==> config.mk <==
export PLATFORM = sky130hd
export DESIGN_NAME = mem_panel_ctrl
export DESIGN_NICKNAME = d
export VERILOG_FILES = /design/src/rtl/panel_pkg.sv /design/src/rtl/panel_debounce.sv /design/src/rtl/mem_panel_ctrl.sv
export SDC_FILE = /design/constraint.sdc
export NUM_CORES = 1
export LEC_CHECK = 0
export CORE_UTILIZATION = 49
export CTS_CLUSTER_SIZE = 24
export DETAILED_ROUTE_END_ITERATION = 8
export GPL_TIMING_DRIVEN = 0
export HOLD_SLACK_MARGIN = 0.03
export PLACE_DENSITY = 0.81
export SLEW_MARGIN = 20
export SYNTH_ARGS = -nofsm -noshare
export SYNTH_HDL_FRONTEND = slang
export SYNTH_SLANG_ARGS = --single-unit
==> constraint.sdc <==
create_clock -name clk -period 2.9 [get_ports clk]
set_input_delay 0.435 -clock clk [delete_from_list [all_inputs] [get_ports clk]]
set_output_delay 0.435 -clock clk [all_outputs]
set_load 0.1 [all_outputs]
==> src/rtl/panel_pkg.sv <==
// Shared types and helpers for the memory front-panel controller:
// FSM encoding, button indices, segment-count helper and hex-to-7seg table.
package panel_pkg;

  typedef enum logic [1:0] {
    S_IDLE    = 2'd0,
    S_WRITE   = 2'd1,
    S_WAIT    = 2'd2,
    S_CAPTURE = 2'd3
  } state_e;

  localparam int BTN_LATCH = 0;
  localparam int BTN_SEG   = 1;
  localparam int BTN_WRITE = 2;
  localparam int BTN_STEP  = 3;
  localparam int NBTN      = 4;

  function automatic int ceil_div(input int a, input int b);
    return (a + b - 1) / b;
  endfunction

  // Cathode pattern {g,f,e,d,c,b,a}, active low.
  function automatic logic [6:0] hex_to_seg(input logic [3:0] nib);
    logic [6:0] seg;
    case (nib)
      4'h0: seg = 7'h40;
      4'h1: seg = 7'h79;
      4'h2: seg = 7'h24;
      4'h3: seg = 7'h30;
      4'h4: seg = 7'h19;
      4'h5: seg = 7'h12;
      4'h6: seg = 7'h02;
      4'h7: seg = 7'h78;
      4'h8: seg = 7'h00;
      4'h9: seg = 7'h10;
      4'hA: seg = 7'h08;
      4'hB: seg = 7'h03;
      4'hC: seg = 7'h46;
      4'hD: seg = 7'h21;
      4'hE: seg = 7'h06;
      4'hF: seg = 7'h0E;
      default: seg = 7'h7F;
    endcase
    return seg;
  endfunction

endpackage

==> src/rtl/panel_debounce.sv <==
// Button debouncer: the output toggles once the raw input has disagreed with it
// for DB_CYCLES consecutive cycles; any agreement restarts the count.
module panel_debounce #(
  parameter int DB_CYCLES = 50000
) (
  input  logic clk,
  input  logic reset,
  input  logic raw_i,
  output logic db_o
);

  localparam int CNT_W = $clog2(DB_CYCLES + 1);

  logic [CNT_W-1:0] cnt_q;
  logic             db_q;

  always_ff @(posedge clk) begin
    if (reset) begin
      cnt_q <= '0;
      db_q  <= 1'b0;
    end else if (raw_i != db_q) begin
      if (cnt_q == CNT_W'(DB_CYCLES - 1)) begin
        cnt_q <= '0;
        db_q  <= ~db_q;
      end else begin
        cnt_q <= cnt_q + CNT_W'(1);
      end
    end else begin
      cnt_q <= '0;
    end
  end

  assign db_o = db_q;

endmodule

==> src/rtl/mem_panel_ctrl.sv <==
// Front-panel controller: switches/buttons to a synchronous memory port.
// Define MEM_PANEL_SEG_EN to build the 4-digit hex display multiplexer.
module mem_panel_ctrl
  import panel_pkg::*;
#(
  parameter int ADDR_W    = 14,
  parameter int DATA_W    = 16,
  parameter int SW_W      = 16,
  parameter int SEG_W     = 8,
  parameter int DB_CYCLES = 50000,
  parameter int RD_LAT    = 1,
  parameter int AUTO_INC  = 1
) (
  input  logic                                          clk,
  input  logic                                          reset,
  input  logic                                          btn_latch,
  input  logic                                          btn_seg,
  input  logic                                          btn_write,
  input  logic                                          btn_step,
  input  logic [SW_W-1:0]                               sw,
  output logic [ADDR_W-1:0]                             mem_addr,
  output logic [DATA_W-1:0]                             mem_wdata,
  output logic                                          mem_we,
  input  logic [DATA_W-1:0]                             mem_rdata,
  output logic [DATA_W-1:0]                             led,
  output logic [$clog2((ADDR_W + SEG_W - 1) / SEG_W):0] seg_idx,
  output logic                                          busy,
  output logic [6:0]                                    seg_n,
  output logic [3:0]                                    an_n
);

  localparam int NSEG     = ceil_div(ADDR_W, SEG_W);
  localparam int SEGIDX_W = $clog2(NSEG) + 1;
  localparam int WCNT_W   = $clog2(RD_LAT + 1);

  logic [NBTN-1:0]     raw_s;
  logic [NBTN-1:0]     db_s;
  logic [NBTN-1:0]     db_prev_q;
  logic [NBTN-1:0]     rise_s;
  logic [ADDR_W-1:0]   latch_addr_s;

  state_e              state_q;
  logic [ADDR_W-1:0]   mem_addr_q;
  logic [DATA_W-1:0]   mem_wdata_q;
  logic                mem_we_q;
  logic [DATA_W-1:0]   led_q;
  logic [SEGIDX_W-1:0] seg_idx_q;
  logic                busy_q;
  logic [WCNT_W-1:0]   wait_q;

  assign raw_s[BTN_LATCH] = btn_latch;
  assign raw_s[BTN_SEG]   = btn_seg;
  assign raw_s[BTN_WRITE] = btn_write;
  assign raw_s[BTN_STEP]  = btn_step;

  for (genvar i = 0; i < NBTN; i++) begin : g_db
    panel_debounce #(.DB_CYCLES(DB_CYCLES)) u_db (
      .clk   (clk),
      .reset (reset),
      .raw_i (raw_s[i]),
      .db_o  (db_s[i])
    );
  end

  assign rise_s = db_s & ~db_prev_q;

  // Address with the selected segment replaced by switch bits; bits past ADDR_W fall away.
  always_comb begin
    latch_addr_s = '0;
    for (int b = 0; b < ADDR_W; b++) begin
      latch_addr_s[b] = (seg_idx_q == SEGIDX_W'(b / SEG_W)) ? sw[b % SEG_W] : mem_addr_q[b];
    end
  end

  // Command FSM; only one command is taken per IDLE cycle, in priority order.
  always_ff @(posedge clk) begin
    if (reset) begin
      state_q     <= S_IDLE;
      mem_addr_q  <= '0;
      mem_wdata_q <= '0;
      mem_we_q    <= 1'b0;
      led_q       <= '0;
      seg_idx_q   <= '0;
      busy_q      <= 1'b0;
      wait_q      <= '0;
      db_prev_q   <= '0;
    end else begin
      db_prev_q <= db_s;
      case (state_q)
        S_IDLE: begin
          if (rise_s[BTN_WRITE]) begin
            mem_we_q    <= 1'b1;
            mem_wdata_q <= sw[DATA_W-1:0];
            busy_q      <= 1'b1;
            state_q     <= S_WRITE;
          end else if (rise_s[BTN_STEP]) begin
            mem_addr_q <= mem_addr_q + ADDR_W'(1);
            wait_q     <= '0;
            busy_q     <= 1'b1;
            state_q    <= S_WAIT;
          end else if (rise_s[BTN_LATCH]) begin
            mem_addr_q <= latch_addr_s;
            wait_q     <= '0;
            busy_q     <= 1'b1;
            state_q    <= S_WAIT;
          end else if (rise_s[BTN_SEG]) begin
            seg_idx_q <= (seg_idx_q == SEGIDX_W'(NSEG - 1)) ? '0 : seg_idx_q + SEGIDX_W'(1);
          end else begin
            state_q <= S_IDLE;
          end
        end
        S_WRITE: begin
          mem_we_q <= 1'b0;
          if (AUTO_INC != 0) begin
            mem_addr_q <= mem_addr_q + ADDR_W'(1);
          end else begin
            mem_addr_q <= mem_addr_q;
          end
          wait_q  <= '0;
          state_q <= S_WAIT;
        end
        S_WAIT: begin
          if (wait_q == WCNT_W'(RD_LAT - 1)) begin
            state_q <= S_CAPTURE;
          end else begin
            wait_q <= wait_q + WCNT_W'(1);
          end
        end
        S_CAPTURE: begin
          led_q   <= mem_rdata;
          busy_q  <= 1'b0;
          state_q <= S_IDLE;
        end
        default: begin
          mem_we_q <= 1'b0;
          busy_q   <= 1'b0;
          state_q  <= S_IDLE;
        end
      endcase
    end
  end

  assign mem_addr  = mem_addr_q;
  assign mem_wdata = mem_wdata_q;
  assign mem_we    = mem_we_q;
  assign led       = led_q;
  assign seg_idx   = seg_idx_q;
  assign busy      = busy_q;

`ifdef MEM_PANEL_SEG_EN
  localparam int REFRESH_W  = 17;
  localparam int LONG_PRESS = 8 * DB_CYCLES;
  localparam int HOLD_W     = $clog2(LONG_PRESS + 1);

  logic [REFRESH_W+1:0] refresh_q;
  logic [HOLD_W-1:0]    hold_q;
  logic                 show_addr_q;
  logic [6:0]           seg_n_q;
  logic [3:0]           an_n_q;
  logic [15:0]          disp_s;
  logic [1:0]           digit_s;
  logic [3:0]           nib_s;

  assign disp_s  = show_addr_q ? 16'(mem_addr_q) : 16'(led_q);
  assign digit_s = refresh_q[REFRESH_W+1:REFRESH_W];
  assign nib_s   = disp_s[digit_s*4 +: 4];

  // Digit scan plus long-press source toggle; the hold counter saturates so one press toggles once.
  always_ff @(posedge clk) begin
    if (reset) begin
      refresh_q   <= '0;
      hold_q      <= '0;
      show_addr_q <= 1'b0;
      seg_n_q     <= 7'h7F;
      an_n_q      <= 4'hF;
    end else begin
      refresh_q <= refresh_q + (REFRESH_W + 2)'(1);
      if (!db_s[BTN_SEG]) begin
        hold_q <= '0;
      end else if (hold_q == HOLD_W'(LONG_PRESS - 1)) begin
        hold_q      <= hold_q + HOLD_W'(1);
        show_addr_q <= ~show_addr_q;
      end else if (hold_q < HOLD_W'(LONG_PRESS)) begin
        hold_q <= hold_q + HOLD_W'(1);
      end else begin
        hold_q <= hold_q;
      end
      seg_n_q <= hex_to_seg(nib_s);
      an_n_q  <= ~(4'b0001 << digit_s);
    end
  end

  assign seg_n = seg_n_q;
  assign an_n  = an_n_q;
`else
  assign seg_n = 7'h7F;
  assign an_n  = 4'hF;
`endif

endmodule
# Yosys cells after proc, flatten, opt, wreduce, memory -nomap -nowiden
# Index checks and enable logic that the tools add are counted.
[word_totals] reg_bits=125 inputBits=38 word_cells=115 output_inout_bits=61
[classes] add_sub_neg=7 n_eq_ne=20 mux=36 n_bitwise=13 reduce_logical=21
[ops] op="adder 16 x 1 -> 16 bit, second input constant" n=4
[ops] op="== test 16 bit, second input constant" n=4
[ops] op="two-way mux 14 bit" n=3
[ops] op="one-hot mux 14 bit (2 select lines)" n=1
[ops] op="two-way mux 1 bit" n=22
[ops] op="AND reduction 2 bit" n=8
[ops] op="adder 14 x 1 -> 14 bit, second input constant" n=1
[ops] op="two-way mux 2 bit" n=6
[ops] op="OR reduction 3 bit" n=4
[ops] op="inverter 1 bit" n=11
[ops] op="inequality test 3 bit, second input constant" n=3
[ops] op="one-hot mux 2 bit (4 select lines)" n=1
[ops] op="AND reduction 4 bit" n=2
[ops] op="inequality test 2 bit, second input constant" n=3
[ops] op="inequality test 5 bit, second input constant" n=1
[ops] op="AND reduction 5 bit" n=1
[ops] op="bitwise AND 4 bit" n=1
[ops] op="== test 2 x 1 -> 1 bit, second input constant" n=2
[ops] op="== test 2 bit, second input constant" n=2
[ops] op="logical NOT 2 bit" n=2
[ops] op="inequality test 1 bit" n=4
[ops] op="inequality test 4 bit, second input constant" n=1
[ops] op="inverter 4 bit" n=1
[ops] op="one-hot mux 1 bit (2 select lines)" n=2
[ops] op="other kinds (6)" n=7

# Depth between registers and ports, before layout
# Gate-level depths: netlist of run 1.
[depth] ltp_word=7 mapped_depth=9 mapped_depth_nobuf=6

# Hierarchy
# From an unflattened synthesis of run 1, not the netlist that was laid out.
[hier_totals] hier_cells=644 area_unflattened_um2=5688.0
[by_module_without_submodules] module="mem_panel_ctrl" area_per_inst_um2=2676.3 seq_area_each_um2=1121.1 cells_each=308 instances=1
[by_module_without_submodules] module="panel_debounce at g_db[0].u_db ..." area_per_inst_um2=749.5 seq_area_each_um2=340.3 cells_each=83 instances=3
[by_module_without_submodules] module="panel_debounce at g_db[3].u_db" area_per_inst_um2=763.2 seq_area_each_um2=340.3 cells_each=87 instances=1

# Worst setup path before layout of run 1
# No wires, ideal clock.
[synth_timing] path_kind="register to register" startpoint="reg mem_addr_q[0], in the netlist mem_addr[0]" endpoint="reg mem_addr_q[10], in the netlist mem_addr[10]" period_less_slack_ns=2.295 t_arrival_ns=2.211 stages_incl_launch_ff=6 path_buffers=0 setup_ns=0.084 t_required_ns=2.816 setup_slack_ns=0.605 cell_sequence="dfxtp_1 ha_1 nand3_1 nor3_1 a41oi_1 o221ai_1"
[synth_between] elab_chain_len=4
[synth_rtl] element="from (decl)" line_no="mem_panel_ctrl.sv:43" source="logic [ADDR_W-1:0] mem_addr_q;"
[synth_rtl] element="from (signal assigned)" line_no="mem_panel_ctrl.sv:97" source="mem_addr_q <= mem_addr_q + ADDR_W'(1);"
[synth_rtl] element="from (signal assigned)" line_no="mem_panel_ctrl.sv:102" source="mem_addr_q <= latch_addr_s;"
[synth_rtl] element="from (signal assigned)" line_no="mem_panel_ctrl.sv:115" source="mem_addr_q <= mem_addr_q + ADDR_W'(1);"
[synth_rtl] element="adder 14 x 1 -> 14 bit *" line_no="mem_panel_ctrl.sv:97, mem_panel_ctrl.sv:115"
[synth_rtl] element="two-way mux 14 bit" line_no="mem_panel_ctrl.sv:96" source="end else if (rise_s[BTN_STEP]) begin"
[synth_rtl] element="two-way mux 14 bit" line_no="mem_panel_ctrl.sv:91" source="if (rise_s[BTN_WRITE]) begin"
[synth_rtl] element="one-hot mux 14 bit (2 select lines) *" line_no="mem_panel_ctrl.sv:89" source="case (state_q)"
# Every way passes the cells marked *; elsewhere a longest branch is shown, timed or not. The select of a mux whose other input is x is not followed.
# A chain may end at the register's enable or synchronous reset.

# Worst setup path after layout of run 1
[layout_timing] startpoint="reg mem_addr_q[9], in the netlist mem_addr[9]" endpoint="out mem_addr[9]"
[layout_lines] element="to (decl)" line_no="mem_panel_ctrl.sv:21" source="output logic [ADDR_W-1:0] mem_addr,"
# No word-level cell between the ends.

==> results.txt, run 1 <==
----------------------------------------------------
[Placed design]
  Routability Congestion ... 0.883
  Port Buf Inserts ... 86
  Detailed-placement wirelength estimate ... 9810 um

[Power and ir drop]
  Power density cells ... 538 nW/um^2
  Combinational power share ... 0.048
  Design internal power ... 3.03 mW
  Clock power share ... 0.513
  Pleak ... 2.48 nW
  Proportion of power drawn by flip-flops and latches ... 0.439
  Overall power after layout ... 3.91 mW
  Net load switching power ... 878 uW
  Share of total power consumed by net switching ... 0.224
  Maximum resistive drop on vdd ... 0.689 mV

[Clocking]
  Maximum buffer depth of the clock tree ... 2
  CTS H-tree depth ... 4
  Insertion delay of the later-clocked pin in the worst-skew pair ... 410 ps
  Number of hold buffers added after CTS ... 0
  Clk sink count ... 124
  Post-CTS setup buffers ... 0
  CTS-repair resized insts ... 0
  CTS tree ... done
  CTS root buf ... sky130_fd_sc_hd__clkbuf_16
  Total clock buffers created by CTS ... 17
  Clock-pin slew on the worst setup and hold paths ... 60 ps

[Worst setup path]
  CP Launch Type ... flop
  CP top delay family ... buffers and inverters
  Endpoint kind of the worst setup timing path ... output port
  Buffers plus inverters on the worst setup path ... 1
  Cell depth of the worst setup path ... 1
  Data arrival time of the critical path ... 2060 ps
  Worst reg2reg path depth ... 7
  Critical path launch point ... mem_addr[9]
  R2r endpoint ... mem_addr[13]
  Critical-path cell with the highest stage delay ... sky130_fd_sc_hd__clkdlybuf4s50_1
  CP Data Required Time ... 2470 ps
  Crit-path max FO ... 8
  Reg2reg start ... state_q[1]
  Class of the most critical setup path ... flop to output port
  Delay of the slowest critical-path stage ... 1190 ps
  Worst setup path endpoint ... mem_addr[9]
  Worst reg2reg setup slack ... 600 ps
  CP cell instances ... clkdlybuf4s50_1

[Routing]
  DRT antenna net count ... 0
  Vias per std cell ... 5.53
  Count of vias placed by the detailed router ... 5030
  Routed wire length ... 13700 um
  Router iterations before antenna repair ... 5
  Detailed Route Iter0 Violations ... 337
  Average wire per standard cell ... 15.0 um
  Post-detailed-route DRC marker count ... 0

[Synthesis]
  Gate Count Post-Synth ... 643
  Cell accounting for the most synthesized area ... sky130_fd_sc_hd__dfxtp_1
  Total standard cell area after synthesis ... 5640 sq um
  Cells taking the most area after synthesis ... sky130_fd_sc_hd__dfxtp_1, sky130_fd_sc_hd__nor2_1, sky130_fd_sc_hd__xnor2_1
  Yosys Warn Count ... 0
  Register bit count reported by yosys ... 124
  Post-synthesis area per instance ... 8.77 sq um
  Post-synthesis async set-or-reset flop share ... 0
  Number of synthesized flops with an enable pin ... 0
  Unique masters post-synth ... 62
  Sequential element share of the synthesized area ... 0.440
  Top-area cell type share of the netlist area ... 0.440
  Most frequently used flop master after synthesis ... sky130_fd_sc_hd__dfxtp_1

[Timing]
  Final max-slew violation count ... 0
  Max_slew headroom ... 0.315
  Final-report setup violation count ... 0
  Final Hold Fails ... 0
  Slew at the pin with the worst max-slew slack ... 1020 ps
  Min Clock Period, post-route ... 2490 ps
  Timing-limited maximum frequency ... 402 MHz
  RSZ-0062 raised after global routing ... no
  Layout Skew ... 6.07 ps
  Part of the cycle the worst path needs ... 0.859
  Setup TNS ... 0 ps

[Layout]
  Ant diodes ... 0
  Final-stage net count ... 806
  Share of layout cells above drive strength 1 ... 0.0740
  Syn-to-layout area delta ... 28.9%

[Die]
  Die Span Y ... 109 um
  Num ports ... 99
  Core Region ... 11000 sq um
  Die Wd ... 109 um
  Starting Density ... 0.511
  Die ar. ... 11900 sq um
  FP Rows ... 38

[GRT]
  Maximum number of pins on one net before global-route repair ... 17
  Initial antenna violation count ... 0
  Remaining global-route overflow ... 0
  Overall global routing resource usage ... 0.233
  Vias in the first global route ... 4888
  First-pass GRT wire length ... 21800 um

[Worst hold path]
  Class of the worst hold path ... flop to flop

[Status]
  Status ... finished clean

[Run]
  Max-capacitance violation count ... 0

----------------------------------------------------
-- area by class of cell --
cell class	count	area, sq um
tap	140	175
sequential	124	2480
clock buffer	19	433
inverter	14	52.6
timing repair buffer	86	861
clock inverter	12	124
fill	900	3760
buffer	36	190
multi-input combinational	479	2950
-- cells by family after synthesis --
kind of cell / count (synthesis) / synth area share
adder cells (fa/ha/maj): 10 / 0.0222
AO/OA/AOI/OAI: 100 / 0.122
XOR/XNOR: 52 / 0.0808
AND/OR/NAND/NOR: 286 / 0.255
flip-flops: 124 / 0.440
other: 1 / 0.000665
multiplexers: 20 / 0.0355
buffers and inverters: 50 / 0.0431
-- Yosys cell counts (all sizes together) (5+ instances only) --
cell / number
a211oi: 6
a21oi: 40
and3: 19
buf: 19
clkbuf: 17
dfxtp: 124
ha: 10
inv: 12
mux2i: 20
nand2: 65
nand3: 22
nand4: 21
nor2: 89
nor2b: 7
nor3: 16
nor4: 8
nor4bb: 6
o21ai: 16
o31ai: 6
or3: 5
or4: 8
xnor2: 37
xor2: 15
-- cell usage in the layout (no fill, tap or decap), types with 8 or more instances in the layout --
cell type                         count
sky130_fd_sc_hd__a21oi_1             39
sky130_fd_sc_hd__and3_1              19
sky130_fd_sc_hd__buf_4               12
sky130_fd_sc_hd__clkbuf_1            19
sky130_fd_sc_hd__clkbuf_16           17
sky130_fd_sc_hd__clkdlybuf4s50_1     86
sky130_fd_sc_hd__conb_1              11
sky130_fd_sc_hd__dfxtp_1            124
sky130_fd_sc_hd__ha_1                10
sky130_fd_sc_hd__inv_1               12
sky130_fd_sc_hd__mux2i_1             20
sky130_fd_sc_hd__nand2_1             64
sky130_fd_sc_hd__nand3_1             22
sky130_fd_sc_hd__nand4_1             20
sky130_fd_sc_hd__nor2_1              89
sky130_fd_sc_hd__nor3_1              16
sky130_fd_sc_hd__nor4_1               8
sky130_fd_sc_hd__o21ai_0             16
sky130_fd_sc_hd__xnor2_1             37
sky130_fd_sc_hd__xor2_1              15
-- how the worst min path moves through the flow --
stage                                      from               endpoint  cells past startpoint  slack (ps)
after floorplan           g_db[3].u_db.cnt_q[0]  g_db[3].u_db.cnt_q[0]                      1         410
after global placement    g_db[1].u_db.cnt_q[0]  g_db[1].u_db.cnt_q[0]                      1         430
after detailed placement  g_db[1].u_db.cnt_q[0]  g_db[1].u_db.cnt_q[0]                      1         450
after CTS                 g_db[1].u_db.cnt_q[0]  g_db[1].u_db.cnt_q[0]                      1         450
after global routing      g_db[1].u_db.cnt_q[0]  g_db[1].u_db.cnt_q[0]                      1         480
final                     g_db[1].u_db.cnt_q[0]  g_db[1].u_db.cnt_q[0]                      1         450
-- state kept, by name, summed over array words and instances (netlist names) --
| signal | cells |
|---|---|
| busy | 1 |
| db_prev_q | 4 |
| g_db.u_db.cnt_q | 64 |
| g_db.u_db.db_o | 4 |
| led | 16 |
| mem_addr | 14 |
| mem_wdata | 16 |
| mem_we | 1 |
| seg_idx | 2 |
| state_q | 2 |
-- metrics by stage --
step	worst slack (ps)	utilization	cells	area, sq um	hold WS (ps)
after floorplan	605	-	653	5680	413
after global placement	698	0.608	879	6710	427
after detailed placement	646	0.608	879	6710	446
after CTS	386	0.659	910	7270	454
after global routing	296	0.659	910	7270	477
final	410	0.659	910	7270	451
-- layer usage --
layer	vias up	global-route usage	part of all wire	wire, um
met5	-	0	0	0
met3	19	0.0663	0.048	650
li1	2487	-	-	-
met1	2404	0.269	0.43	5820
met2	120	0.408	0.52	7040
met4	0	0.0876	0.011	156
-- power groups by stage --
stage               clock [mW]  combinational (mW)  sequential (mW)
floorplan                    0               0.116             1.75
global placement             0               0.184             1.75
detailed placement           0               0.186             1.75
CTS                       2.03               0.187             1.71
global route              2.11               0.198             1.71
finish                    2.01               0.187             1.71
No activity file was read; power rests on OpenSTA's default activity.
==> inputs of run 2 (changes only) <==
--- a/config.mk
+++ b/config.mk
@@ -11,6 +11,7 @@
 export GPL_TIMING_DRIVEN = 0
 export HOLD_SLACK_MARGIN = 0.03
 export PLACE_DENSITY = 0.81
+export RECOVER_POWER = 25
 export SLEW_MARGIN = 20
 export SYNTH_ARGS = -nofsm -noshare
 export SYNTH_HDL_FRONTEND = slang
==> run 2 against run 1 <==
- register-to-register slack about the same
- via count up 0.30%
- sequential power about the same
- clock power about the same
- largest power group unchanged
==> results.txt, run 2 (same netlist as run 1, synthesis figures left out) <==
----------------------------------------------------
[Status]
  Status ... finished clean

[Clocking]
  Clock-pin slew on the worst setup and hold paths ... 60 ps
  CTS root buf ... sky130_fd_sc_hd__clkbuf_16
  Insertion delay of the later-clocked pin in the worst-skew pair ... 410 ps
  Post-CTS setup buffers ... 0
  Maximum buffer depth of the clock tree ... 2
  Number of hold buffers added after CTS ... 0
  CTS tree ... done
  Clk sink count ... 124
  Total clock buffers created by CTS ... 17
  CTS H-tree depth ... 4
  CTS-repair resized insts ... 0

[Power and ir drop]
  Design internal power ... 3.03 mW
  Combinational power share ... 0.048
  Pleak ... 2.47 nW
  Proportion of power drawn by flip-flops and latches ... 0.439
  Power density cells ... 538 nW/um^2
  Clock power share ... 0.513
  Net load switching power ... 877 uW
  Maximum resistive drop on vdd ... 0.689 mV
  Share of total power consumed by net switching ... 0.224

[Worst setup path]
  Buffers plus inverters on the worst setup path ... 1
  Data arrival time of the critical path ... 2060 ps
  Reg2reg start ... state_q[1]
  Delay of the slowest critical-path stage ... 1190 ps
  CP Data Required Time ... 2470 ps
  Critical path launch point ... mem_addr[9]
  Worst reg2reg path depth ... 8
  Class of the most critical setup path ... flop to output port
  CP cell instances ... clkdlybuf4s50_1
  Endpoint kind of the worst setup timing path ... output port
  CP top delay family ... buffers and inverters
  Critical-path cell with the highest stage delay ... sky130_fd_sc_hd__clkdlybuf4s50_1
  Crit-path max FO ... 8
  Worst reg2reg setup slack ... 600 ps
  R2r endpoint ... mem_addr[6]
  CP Launch Type ... flop

[Layout]
  Fin util ... 0.658
  Syn-to-layout area delta ... 28.8%
  Share of layout cells above drive strength 1 ... 0.0701
  Layout filler cell count ... 902
  Ant diodes ... 0
  Commonest non-fill, non-tap cell in the layout ... sky130_fd_sc_hd__dfxtp_1
  Largest reg by FF count ... g_db.u_db.cnt_q
  Final-stage net count ... 806
  Commonest cells after routing, fill and taps aside ... sky130_fd_sc_hd__dfxtp_1, sky130_fd_sc_hd__nor2_1, sky130_fd_sc_hd__clkdlybuf4s50_1
  Largest register FFs ... 64

[GRT]
  Vias in the first global route ... 4888
  Initial antenna violation count ... 0
  Overall global routing resource usage ... 0.233
  First-pass GRT wire length ... 21800 um
  Maximum number of pins on one net before global-route repair ... 17
  Remaining global-route overflow ... 0

[Timing]
  RSZ-0062 raised after global routing ... no
  Final Hold Fails ... 0
  Final-report setup violation count ... 0
  Setup TNS ... 0 ps
  Slew at the pin with the worst max-slew slack ... 1020 ps
  Hold slack ... 451 ps
  Min Clock Period, post-route ... 2490 ps
  Max_slew headroom ... 0.315
  Timing-limited maximum frequency ... 401 MHz
  Final max-slew violation count ... 0
  Part of the cycle the worst path needs ... 0.859
  Layout Skew ... 6.15 ps

[Routing]
  Routed length on met3 ... 619 um
  Met2 routed WL ... 7100 um
  Count of vias placed by the detailed router ... 5045
  Sum of routed wire segments on met1 ... 5790 um
  Average wire per standard cell ... 15.0 um
  Router iterations before antenna repair ... 5
  Vias per std cell ... 5.54
  Post-detailed-route DRC marker count ... 0
  Routed wire length ... 13700 um
  DRT antenna net count ... 0
  Detailed Route Iter0 Violations ... 349
  DR top layer ... met4

[Placed design]
  Routability Congestion ... 0.883
  Detailed-placement wirelength estimate ... 9810 um
  Port Buf Inserts ... 86

[Die]
  Num ports ... 99
  Die Wd ... 109 um
  FP Rows ... 38
  Die ar. ... 11900 sq um
  Core Region ... 11000 sq um
  Starting Density ... 0.511
  Die Span Y ... 109 um

[Worst hold path]
  Hold EP ... g_db[1].u_db.cnt_q[0]
  Hold Path Stages ... 1
  Class of the worst hold path ... flop to flop
  Start point of the worst hold path ... g_db[1].u_db.cnt_q[0]

[Run]
  Max-capacitance violation count ... 0

----------------------------------------------------
## run 2: cell count changes in the layout (fill, tap and decap cells not counted)
cell / delta
sky130_fd_sc_hd__nand2_2: -1
sky130_fd_sc_hd__nand2_1: +1
sky130_fd_sc_hd__buf_1: -3
sky130_fd_sc_hd__buf_2: -1
sky130_fd_sc_hd__or4_1: +1
sky130_fd_sc_hd__clkbuf_1: +4
sky130_fd_sc_hd__or4_4: -1
## run 2: layout make-up
| type | count | area (sq um) | area share |
|---|---|---|---|
| clock buffer | 19 | 433 | 0.0596 |
| buffer | 36 | 189 | 0.0260 |
| clock inverter | 12 | 124 | 0.0171 |
| inverter | 14 | 52.6 | 0.00724 |
| multi-input combinational | 479 | 2940 | 0.405 |
| timing repair buffer | 86 | 861 | 0.119 |
| sequential | 124 | 2480 | 0.342 |
| tap | 140 | 175 | 0.0241 |
## run 2: how the worst max path moves through the flow
| stage | to | cells past startpoint |
|---|---|---|
| after floorplan | mem_addr[10] | 5 |
| after global placement | mem_addr[11] | 7 |
| after detailed placement | mem_addr[13] | 7 |
| after CTS | mem_addr[9] | 1 |
| after global routing | mem_addr[6] | 8 |
| final | mem_addr[9] | 1 |
## run 2: worst register-to-register path, stage by stage, from the launching register on
cell	delay (ps)
sky130_fd_sc_hd__dfxtp_1	320
sky130_fd_sc_hd__inv_1	120
sky130_fd_sc_hd__ha_1	160
sky130_fd_sc_hd__clkbuf_1	280
sky130_fd_sc_hd__clkinv_1	330
sky130_fd_sc_hd__clkbuf_1	330
sky130_fd_sc_hd__a2111oi_0	390
sky130_fd_sc_hd__o21ai_0	150
sky130_fd_sc_hd__a21oi_1	140
## run 2: metrics by stage
stage | cells | total power [mW] | instance area (sq um) | worst slack, ps
3_5_place_dp | 879 | 1.94 | 6710 | 646
5_1_grt | 910 | 4.02 | 7260 | 296
3_3_place_gp | 879 | 1.93 | 6710 | 698
4_1_cts | 910 | 3.93 | 7270 | 386
2_1_floorplan | 653 | 1.87 | 5680 | 605
6_report | 910 | 3.91 | 7260 | 409
## run 2: power groups by stage
stage	sequential, mW	clock [mW]	combinational (mW)
2_1_floorplan	1.75	0	0.116
3_3_place_gp	1.75	0	0.184
3_5_place_dp	1.75	0	0.186
4_1_cts	1.71	2.03	0.187
5_1_grt	1.71	2.11	0.198
6_report	1.71	2.01	0.187
## run 2: layer usage
| metal | global-route usage | up-vias |
|---|---|---|
| met5 | 0 | - |
| met4 | 0.0876 | 0 |
| met3 | 0.0663 | 19 |
| met2 | 0.408 | 124 |
| met1 | 0.269 | 2421 |
| li1 | - | 2481 |
